==> src/rtl/control_pkg.sv <==
// Shared types and constants for the program-flow unit: default widths,
// the sequencer state encoding and the fault codes reported on fault_code.
package control_pkg;

  localparam int PC_WIDTH_DEF          = 8;
  localparam int INSTRUCTION_WIDTH_DEF = 24;

  typedef enum logic [2:0] {
    ST_IDLE  = 3'd0,
    ST_FETCH = 3'd1,
    ST_EXEC  = 3'd2,
    ST_HALT  = 3'd3,
    ST_FAULT = 3'd4
  } state_t;

  localparam logic [1:0] FAULT_NONE     = 2'b00;
  localparam logic [1:0] FAULT_OVF      = 2'b01;
  localparam logic [1:0] FAULT_UNF      = 2'b10;
  localparam logic [1:0] FAULT_CONFLICT = 2'b11;

endpackage

==> src/rtl/ret_stack.sv <==
// Return-address LIFO. Push-when-full and pop-when-empty are ignored; the
// sequencer guards them and raises the matching fault instead.
module ret_stack #(
  parameter int STACK_DEPTH = 4,
  parameter int PC_WIDTH    = 8,
  localparam int DW = $clog2(STACK_DEPTH + 1),
  localparam int AW = (STACK_DEPTH > 1) ? $clog2(STACK_DEPTH) : 1
) (
  input  logic                clk,
  input  logic                rst,
  input  logic                push,
  input  logic                pop,
  input  logic [PC_WIDTH-1:0] din,
  output logic [PC_WIDTH-1:0] top,
  output logic                full,
  output logic                empty,
  output logic [DW-1:0]       depth
);

  logic [PC_WIDTH-1:0] mem [STACK_DEPTH];

  assign full  = (depth == DW'(STACK_DEPTH));
  assign empty = (depth == '0);
  assign top   = empty ? '0 : mem[AW'(depth - DW'(1))];

  // Contents need no reset: only entries below depth are ever read.
  always_ff @(posedge clk) begin
    if (push && !full) mem[AW'(depth)] <= din;
  end

  always_ff @(posedge clk or posedge rst) begin
    if (rst) begin
      depth <= '0;
    end else if (push && !full) begin
      depth <= depth + DW'(1);
    end else if (pop && !empty) begin
      depth <= depth - DW'(1);
    end
  end

endmodule

==> src/rtl/flow_sequencer.sv <==
// Program-flow unit: PC, instruction register, fetch/execute FSM and a
// return-address stack for nested calls, with sticky HALT and FAULT states.
module flow_sequencer
  import control_pkg::*;
#(
  parameter int PC_WIDTH          = PC_WIDTH_DEF,
  parameter int INSTRUCTION_WIDTH = INSTRUCTION_WIDTH_DEF,
  parameter int STACK_DEPTH       = 4,
  parameter logic [PC_WIDTH-1:0] RESET_VECTOR = '0,
  localparam int SDW = $clog2(STACK_DEPTH + 1)
) (
  input  logic                         clk,
  input  logic                         rst,
  output logic                         imem_req,
  output logic [PC_WIDTH-1:0]          imem_addr,
  input  logic                         imem_ack,
  input  logic [INSTRUCTION_WIDTH-1:0] imem_data,
  output logic [INSTRUCTION_WIDTH-1:0] instruction,
  output logic [PC_WIDTH-1:0]          instr_addr,
  output logic                         instr_valid,
  input  logic                         exec_done,
  input  logic                         jmp,
  input  logic                         cal,
  input  logic                         ret,
  input  logic                         halt,
  input  logic [PC_WIDTH-1:0]          jmp_addr,
  output logic [SDW-1:0]               stack_depth,
  output logic                         halted,
  output logic                         fault,
  output logic [1:0]                   fault_code,
  output state_t                       dbg_state
);

  state_t                       state, state_next;
  logic [PC_WIDTH-1:0]          pc, pc_next, pc_inc;
  logic [INSTRUCTION_WIDTH-1:0] instr_next;
  logic [1:0]                   code_next;
  logic                         push, pop, conflict;
  logic [PC_WIDTH-1:0]          stk_top;
  logic                         stk_full, stk_empty;

  ret_stack #(.STACK_DEPTH(STACK_DEPTH), .PC_WIDTH(PC_WIDTH)) u_stack (
    .clk   (clk),
    .rst   (rst),
    .push  (push),
    .pop   (pop),
    .din   (pc_inc),
    .top   (stk_top),
    .full  (stk_full),
    .empty (stk_empty),
    .depth (stack_depth)
  );

  // Fetch handshake: imem_req is high for every cycle in FETCH with
  // imem_addr stable; the first cycle with imem_ack high (possibly the first
  // FETCH cycle) transfers imem_data. imem_ack outside FETCH is ignored.
  assign imem_req    = (state == ST_FETCH);
  assign imem_addr   = pc;
  assign instr_addr  = pc;
  assign instr_valid = (state == ST_EXEC);
  assign halted      = (state == ST_HALT);
  assign fault       = (state == ST_FAULT);
  assign dbg_state   = state;
  assign pc_inc      = pc + PC_WIDTH'(1);
  assign conflict    = (jmp & cal) | (jmp & ret) | (jmp & halt) |
                       (cal & ret) | (cal & halt) | (ret & halt);

  always_ff @(posedge clk or posedge rst) begin
    if (rst) begin
      state       <= ST_IDLE;
      pc          <= RESET_VECTOR;
      instruction <= '0;
      fault_code  <= FAULT_NONE;
    end else begin
      state       <= state_next;
      pc          <= pc_next;
      instruction <= instr_next;
      fault_code  <= code_next;
    end
  end

  always_comb begin
    state_next = state;
    pc_next    = pc;
    instr_next = instruction;
    code_next  = fault_code;
    push       = 1'b0;
    pop        = 1'b0;
    case (state)
      ST_IDLE: state_next = ST_FETCH;
      ST_FETCH: begin
        if (imem_ack) begin
          instr_next = imem_data;
          state_next = ST_EXEC;
        end
      end
      ST_EXEC: begin
        if (exec_done) begin
          if (conflict) begin
            state_next = ST_FAULT;
            code_next  = FAULT_CONFLICT;
          end else if (halt) begin
            state_next = ST_HALT;
          end else if (ret) begin
            if (stk_empty) begin
              state_next = ST_FAULT;
              code_next  = FAULT_UNF;
            end else begin
              pop        = 1'b1;
              pc_next    = stk_top;
              state_next = ST_FETCH;
            end
          end else if (cal) begin
            if (stk_full) begin
              state_next = ST_FAULT;
              code_next  = FAULT_OVF;
            end else begin
              push       = 1'b1;
              pc_next    = jmp_addr;
              state_next = ST_FETCH;
            end
          end else if (jmp) begin
            pc_next    = jmp_addr;
            state_next = ST_FETCH;
          end else begin
            pc_next    = pc_inc;
            state_next = ST_FETCH;
          end
        end
      end
      default: ; // HALT and FAULT hold everything until reset
    endcase
  end

endmodule

==> config.mk <==
export PLATFORM = sky130hd
export DESIGN_NAME = flow_sequencer
export DESIGN_NICKNAME = d
export VERILOG_FILES = /design/src/rtl/control_pkg.sv /design/src/rtl/ret_stack.sv /design/src/rtl/flow_sequencer.sv
export SDC_FILE = /design/constraint.sdc
export NUM_CORES = 1
export LEC_CHECK = 0
export ABC_AREA = 1
export ABC_CLOCK_PERIOD_IN_PS = 2800
export BUFFER_PORTS_ARGS = -buffer_cell sky130_fd_sc_hd__buf_2
export CAP_MARGIN = 20
export CORE_ASPECT_RATIO = 0.8
export CORE_MARGIN = 3
export CORE_UTILIZATION = 31
export CTS_CLUSTER_SIZE = 14
export DETAILED_ROUTE_END_ITERATION = 6
export PLACE_DENSITY = 0.63
export SLEW_MARGIN = 20
export SYNTH_ARGS = -nofsm -noshare
export SYNTH_HDL_FRONTEND = slang
export SYNTH_SLANG_ARGS = --single-unit
export TNS_END_PERCENT = 30
==> constraint.sdc <==
create_clock -name clk -period 2.8 [get_ports clk]
set_input_delay 0.14 -clock clk [delete_from_list [all_inputs] [get_ports clk]]
set_output_delay 0.14 -clock clk [all_outputs]
set_load 0.01 [all_outputs]
==> results of run 1 <==
[cells in the final DEF (no fill, tap or decap), drive strengths merged, types with 2 or more instances in the layout]
cell type	count
dfrtp	40
o22ai	3
mux2	24
nand3	14
inv	26
o211ai	3
clkinv	2
nor2	53
clkbuf	13
nand2	71
edfxtp	32
bufinv	2
nand4	6
o21ai	32
ha	6
buf	99
xor2	6
a21oi	5
[routing by layer]
layer / track usage [%] / vias up / routed length, um
li1: - / 1326 / -
met4: 2.97 / 0 / 15
met3: 4.28 / 2 / 637
met1: 18.1 / 1334 / 3980
met2: 19.5 / 97 / 3850
met5: 0 / - / 0
[kinds of logic after synthesis]
| logic type | share of synthesized area (%) |
|---|---|
| AOI/OAI and AO/OA | 6.61 |
| xor gates and xnor gates | 1.92 |
| adders and majority gates | 2.10 |
| buffers and inverters | 6.47 |
| DFF | 54.8 |
| muxes | 9.65 |
| and+or+nand+nor | 18.5 |
[final cells by class]
type,instances,area (um^2)
fillers,1081,6570
flip-flops and latches,72,1960
multi-input cells,227,1390
repair buffers,100,526
clock buffers,13,272
well taps,144,180
inverters,27,101
clock inverters,3,63.8
[cell usage after synthesis]
| library cell | number | area [um^2] |
|---|---|---|
| nand2_1 | 64 | 240 |
| nor2_1 | 48 | 180 |
| dfrtp_1 | 40 | 1000 |
| edfxtp_1 | 32 | 961 |
| o21ai_0 | 29 | 145 |
| inv_1 | 25 | 93.8 |
| mux2_4 | 20 | 300 |
| nand3_1 | 12 | 60.1 |
| buf_4 | 9 | 67.6 |
| ha_1 | 6 | 75.1 |
| nand4_1 | 6 | 37.5 |
| a21oi_1 | 5 | 25.0 |
| xor2_1 | 5 | 43.8 |
| mux2_2 | 4 | 45.0 |
| nand2_4 | 4 | 45.0 |
| buf_2 | 3 | 15.0 |
| nand2_2 | 3 | 18.8 |
| nor2_4 | 3 | 33.8 |
| o211ai_1 | 3 | 22.5 |
| o22ai_1 | 3 | 18.8 |
| buf_12 | 2 | 40.0 |
| clkbuf_1 | 2 | 7.51 |
| inv_2 | 2 | 7.51 |
| nand3_2 | 2 | 20.0 |
| nor2_2 | 2 | 12.5 |
| o21ai_1 | 2 | 10.0 |
| a31oi_1 | 1 | 6.26 |
| nand3b_1 | 1 | 7.51 |
| nor3_1 | 1 | 5.00 |
| o21ai_2 | 1 | 8.76 |
| xnor2_1 | 1 | 8.76 |
| xor2_2 | 1 | 16.3 |
[worst max path at each step]
| stage | startpoint | end | slack [ps] | cells after the start |
|---|---|---|---|---|
| finish | u_stack.depth[1] | imem_addr[5] | 970 | 10 |
| global route | u_stack.depth[1] | imem_addr[5] | 730 | 10 |
| CTS | u_stack.depth[1] | imem_addr[5] | 980 | 10 |
| detailed placement | u_stack.depth[1] | imem_addr[5] | 990 | 10 |
| global placement | u_stack.depth[1] | imem_addr[5] | 1030 | 10 |
| floorplan | u_stack.depth[0] | u_stack.mem[1][0] | 720 | 7 |
[where the power goes]
group / internal, mW / switching (mW)
clock: 0.856 / 0.405
sequential: 1.10 / 0
combinational: 0.0338 / 0.0565
[sequential cells by signal, summed over array words and instances (netlist names)]
signal and count:
u_stack.mem 32, instruction 24, imem_addr 8, dbg_state 3
u_stack.depth 3, fault_code 2
[stage by stage]
| stage | worst slack [ps] | instances | utilization, % | cell area, um^2 | hold slack (ps) |
|---|---|---|---|---|---|
| final | 974 | 586 | 40.6 | 4490 | 44.0 |
| after global routing | 733 | 586 | 40.6 | 4490 | 27.5 |
| after CTS | 981 | 586 | 40.6 | 4490 | 29.3 |
| after detailed placement | 986 | 569 | 37.5 | 4150 | 271 |
| after global placement | 1030 | 569 | 37.5 | 4150 | 263 |
| after floorplan | 722 | 342 | - | 3580 | 289 |
==> results.yml, run 1 <==
status:
  status: "finished, final reports clean"
timing:
  period_needed_ps: 1830
  hold_violations: 0
  fin_crit_sh_pct: 65.2
  tns_ps: 0
  rsz0062_at_grt: "false"
  maxSlewHeadroom_pct: 40.7
  fmax_ghz: 0.548
  max_slew.worst_pin.slew_ps: 884
  slew_viol_final: 0
  finalSetupViolations: 0
  clock_skew_ps: 7.99
min_path:
  holdCritPathClass: "in2reg"
  min_from: "imem_data[13]"
  holdPathEnd: "instruction[13]"
  holdPathStages: 2
drt:
  drcViolationCount: 0
  totalWireLength_mm: 8.49
  drt_iter0_markers: 214
  firstDrtPassIters: 5
  drtAntennaViolNets: 0
  wl_per_cell_um: 14.5
  vias_per_cell: 4.71
  num_vias: 2759
clocking:
  clk_latency_ps: 330
  max-clock-path-buffers: 2
  post-cts-setup-buffers: 0
  numCtsBuffers: 9
  cts_resized: 0
  hold_buffers: 1
  clk_pin_slew_worst_paths_ps: 50
  cts_tree: "built"
  htree_levels: 3
  cts_root_buf: "clkbuf_16"
  cts_sinks: 72
setup_path:
  r2r-start: "u_stack.depth[1]"
  rr_endpoint: "imem_addr[5]"
  critical_path.max_fanout: 12
  r2r_cells: 10
  cp.arrival_ps: 2090
  crit_required_ps: 3070
  path_delay_family: "adder cells"
  end_kind: "flop"
  path_buf_inv: 2
  start_kind: "flop"
  critical_path.most_common_cell: "nor2_1"
  reg2reg_slack_ps: 970
  slowest_delay_ps: 500
  crit_chain: "inv_1 > ha_1 > inv_1 > nor2_1 > o21ai_0 > o21ai_0 > nor2_1 > nor2_1 > nand2_1 > nand2_1"
  crit_type: "reg2reg"
  slowest_stage: "ha_1"
logic_synthesis:
  postSynthAreaPerCell_um2: 10.5
  ys_types: 32
  ys_seq_area_share_pct: 54.8
  synth_area_um2: 3580
  synth_warnings: 0
  syn_nets: 388
  syn_inst: 342
  ys_ff_latch: 72
placement:
  dp_hpwl_mm: 6.27
  gp_congestion: 0.839
  place.port_buffers: 91
global_routing:
  grt_max_degree: 25
  grt_pass1_vias: 2565
  grt_usage_pct: 12.9
  antenna_found_initial: 0
  grt_first_pass_wirelength_mm: 13.2
  grt.overflow.total: 0
final_layout:
  nNetsFinal: 483
  num_antenna_cells: 0
  drive_gt1_share_pct: 34.8
  synthToLayoutAreaGrowth_pct: 25.4
die:
  initial_core_util_pct: 32.4
  die_x_um: 126
  die_area_um2: 12900
  std_cell_rows: 34
  die_y_um: 102
  ios: 92
  core_area_um2: 11100
job:
  maxCapViolations: 0
power_and_ir_drop:
  p_leak_nw: 2.32
  power_mw: 2.45
  powerDensity_nw_per_um2: 545
  ir_worst_vdd_v: 0.000302
Note: power is estimated with default switching activity, not from simulation.
==> run 2, diff against run 1 <==
Settings changed: ABC_CLOCK_PERIOD_IN_PS 2800 to 1900.
Clock period 2.8 ns to 1.9 ns, I/O delays scaled along.
==> run 2 against run 1 <==
Die area unchanged. Power up 40%. Final area up 4.5%. Sequential power up 47%. Critical endpoint is now u_stack.mem[3][1].
==> results.yml, run 2 (synthesized netlist as in run 1, its figures left out) <==
setup_path:
  rr_endpoint: "u_stack.mem[3][1]"
  r2r_cells: 8
  reg2reg_slack_ps: 120
  end_kind: "flop"
  crit_start: "dbg_state[2]"
  slowest_stage: "dfrtp_1"
  path_buf_inv: 2
  path_depth: 8
  crit_end: "u_stack.mem[3][1]"
  crit_type: "reg2reg"
  path_delay_family: "simple AND/OR/NAND/NOR gates"
  cp.arrival_ps: 1810
  slowest_delay_ps: 430
  r2r-start: "dbg_state[2]"
  critical_path.max_fanout: 8
  crit_required_ps: 1940
  crit_chain: "inv_2 > nand2_4 > nor2_4 > nand2_4 > nor2_4 > nand4_1 > nor2_2 > buf_6"
  start_kind: "flop"
timing:
  setup_ws_ps: 124
  rsz0062_at_grt: "false"
  clock_skew_ps: 5.89
  fmax_ghz: 0.563
  maxSlewHeadroom_pct: 65.4
  finalSetupViolations: 0
  max_slew.worst_pin.slew_ps: 519
  fin_crit_sh_pct: 93.5
  hold_violations: 0
  slew_viol_final: 0
  whs_ps: 7.37
  period_needed_ps: 1780
drt:
  vias_per_cell: 4.55
  drt_iter0_markers: 156
  wl_per_cell_um: 14.3
  drtAntennaViolNets: 0
  num_vias: 2757
  firstDrtPassIters: 4
  totalWireLength_mm: 8.69
  drcViolationCount: 0
clocking:
  cts_sinks: 72
  clk_pin_slew_worst_paths_ps: 50
  max-clock-path-buffers: 2
  cts_root_buf: "clkbuf_16"
  htree_levels: 3
  clk_latency_ps: 330
  cts_tree: "built"
  numCtsBuffers: 9
global_routing:
  antenna_found_initial: 0
  grt.overflow.total: 0
  grt_max_degree: 41
  grt_usage_pct: 13.5
  grt_first_pass_wirelength_mm: 13.9
  grt_pass1_vias: 2738
job:
  maxCapViolations: 0
die:
  core_area_um2: 11100
  std_cell_rows: 34
  initial_core_util_pct: 32.4
  die_y_um: 102
  ios: 92
  die_area_um2: 12900
  die_x_um: 126
status:
  status: "finished, final reports clean"
power_and_ir_drop:
  power_mw: 3.43
  ir_worst_vdd_v: 0.000502
  p_leak_nw: 2.40
  powerDensity_nw_per_um2: 731
final_layout:
  fill_cells: 1086
  fin_util_pct: 42.4
  multi_input_area_um2: 1410
  finalNonFillerCells: 606
  synthToLayoutAreaGrowth_pct: 31.1
  largest_reg_flops: 32
  num_antenna_cells: 0
  layout_common_cells: "buf_2 (91), nand2_1 (63), nor2_1 (44)"
  drive_gt1_share_pct: 35.9
  top_register: "u_stack.mem"
  nNetsFinal: 503
  regArea_um2: 1960
  final_common_cell: "buf_2"
min_path:
  holdCritPathClass: "in2reg"
placement:
  dp_hpwl_mm: 6.17
  gp_congestion: 0.842
  placed_cells: 572
  place.port_buffers: 91
  pre_cts_slack_ps: 51.5
[run 2: area by class of cell]
class / instances / share of cell area, %
Multi-Input combinational cell: 227 / 30.0
Sequential cell: 72 / 41.8
Inverter: 27 / 2.16
Tap cell: 144 / 3.84
Clock inverter: 6 / 1.25
Timing Repair Buffer: 120 / 15.8
Clock buffer: 10 / 5.09
[run 2: worst min-delay path by stage]
stage	startpoint	end	depth (start not counted)
final	imem_data[13]	instruction[13]	2
after global routing	imem_data[13]	instruction[13]	2
after CTS	imem_data[15]	instruction[15]	2
after detailed placement	rst	imem_addr[4]	3
after global placement	rst	instruction[23]	3
after floorplan	imem_data[0]	instruction[0]	1
[run 2: stage by stage]
stage               TNS (ps)  cell area (um^2)
detailed placement         0              4190
finish                     0              4690
floorplan               -458              3610
global placement           0              4190
global route               0              4690
CTS                        0              4640
[run 2: repair_timing]
action                                 CTS  global route
setup endpoints to repair                0            24
hold buffers                            15             1
setup buffers                            0             2
resized for setup                        0             1
endpoints found under the hold margin   54             1
[run 2: where the power goes]
group | total [mW] | leakage, nW | internal, mW | switching, mW
clock | 1.66 | 0.144 | 1.04 | 0.614
combinational | 0.156 | 1.36 | 0.0713 | 0.0850
sequential | 1.62 | 0.897 | 1.62 | 0
total | 3.43 | 2.40 | 2.73 | 0.699
[run 2: layer usage]
metal / track usage (%) / vias up / share of wire (%)
met5: 0 / - / 0
met3: 3.45 / 9 / 5.5
li1: - / 1361 / -
met1: 18.1 / 1312 / 46
met4: 3.30 / 0 / 1.1
met2: 22.2 / 75 / 47
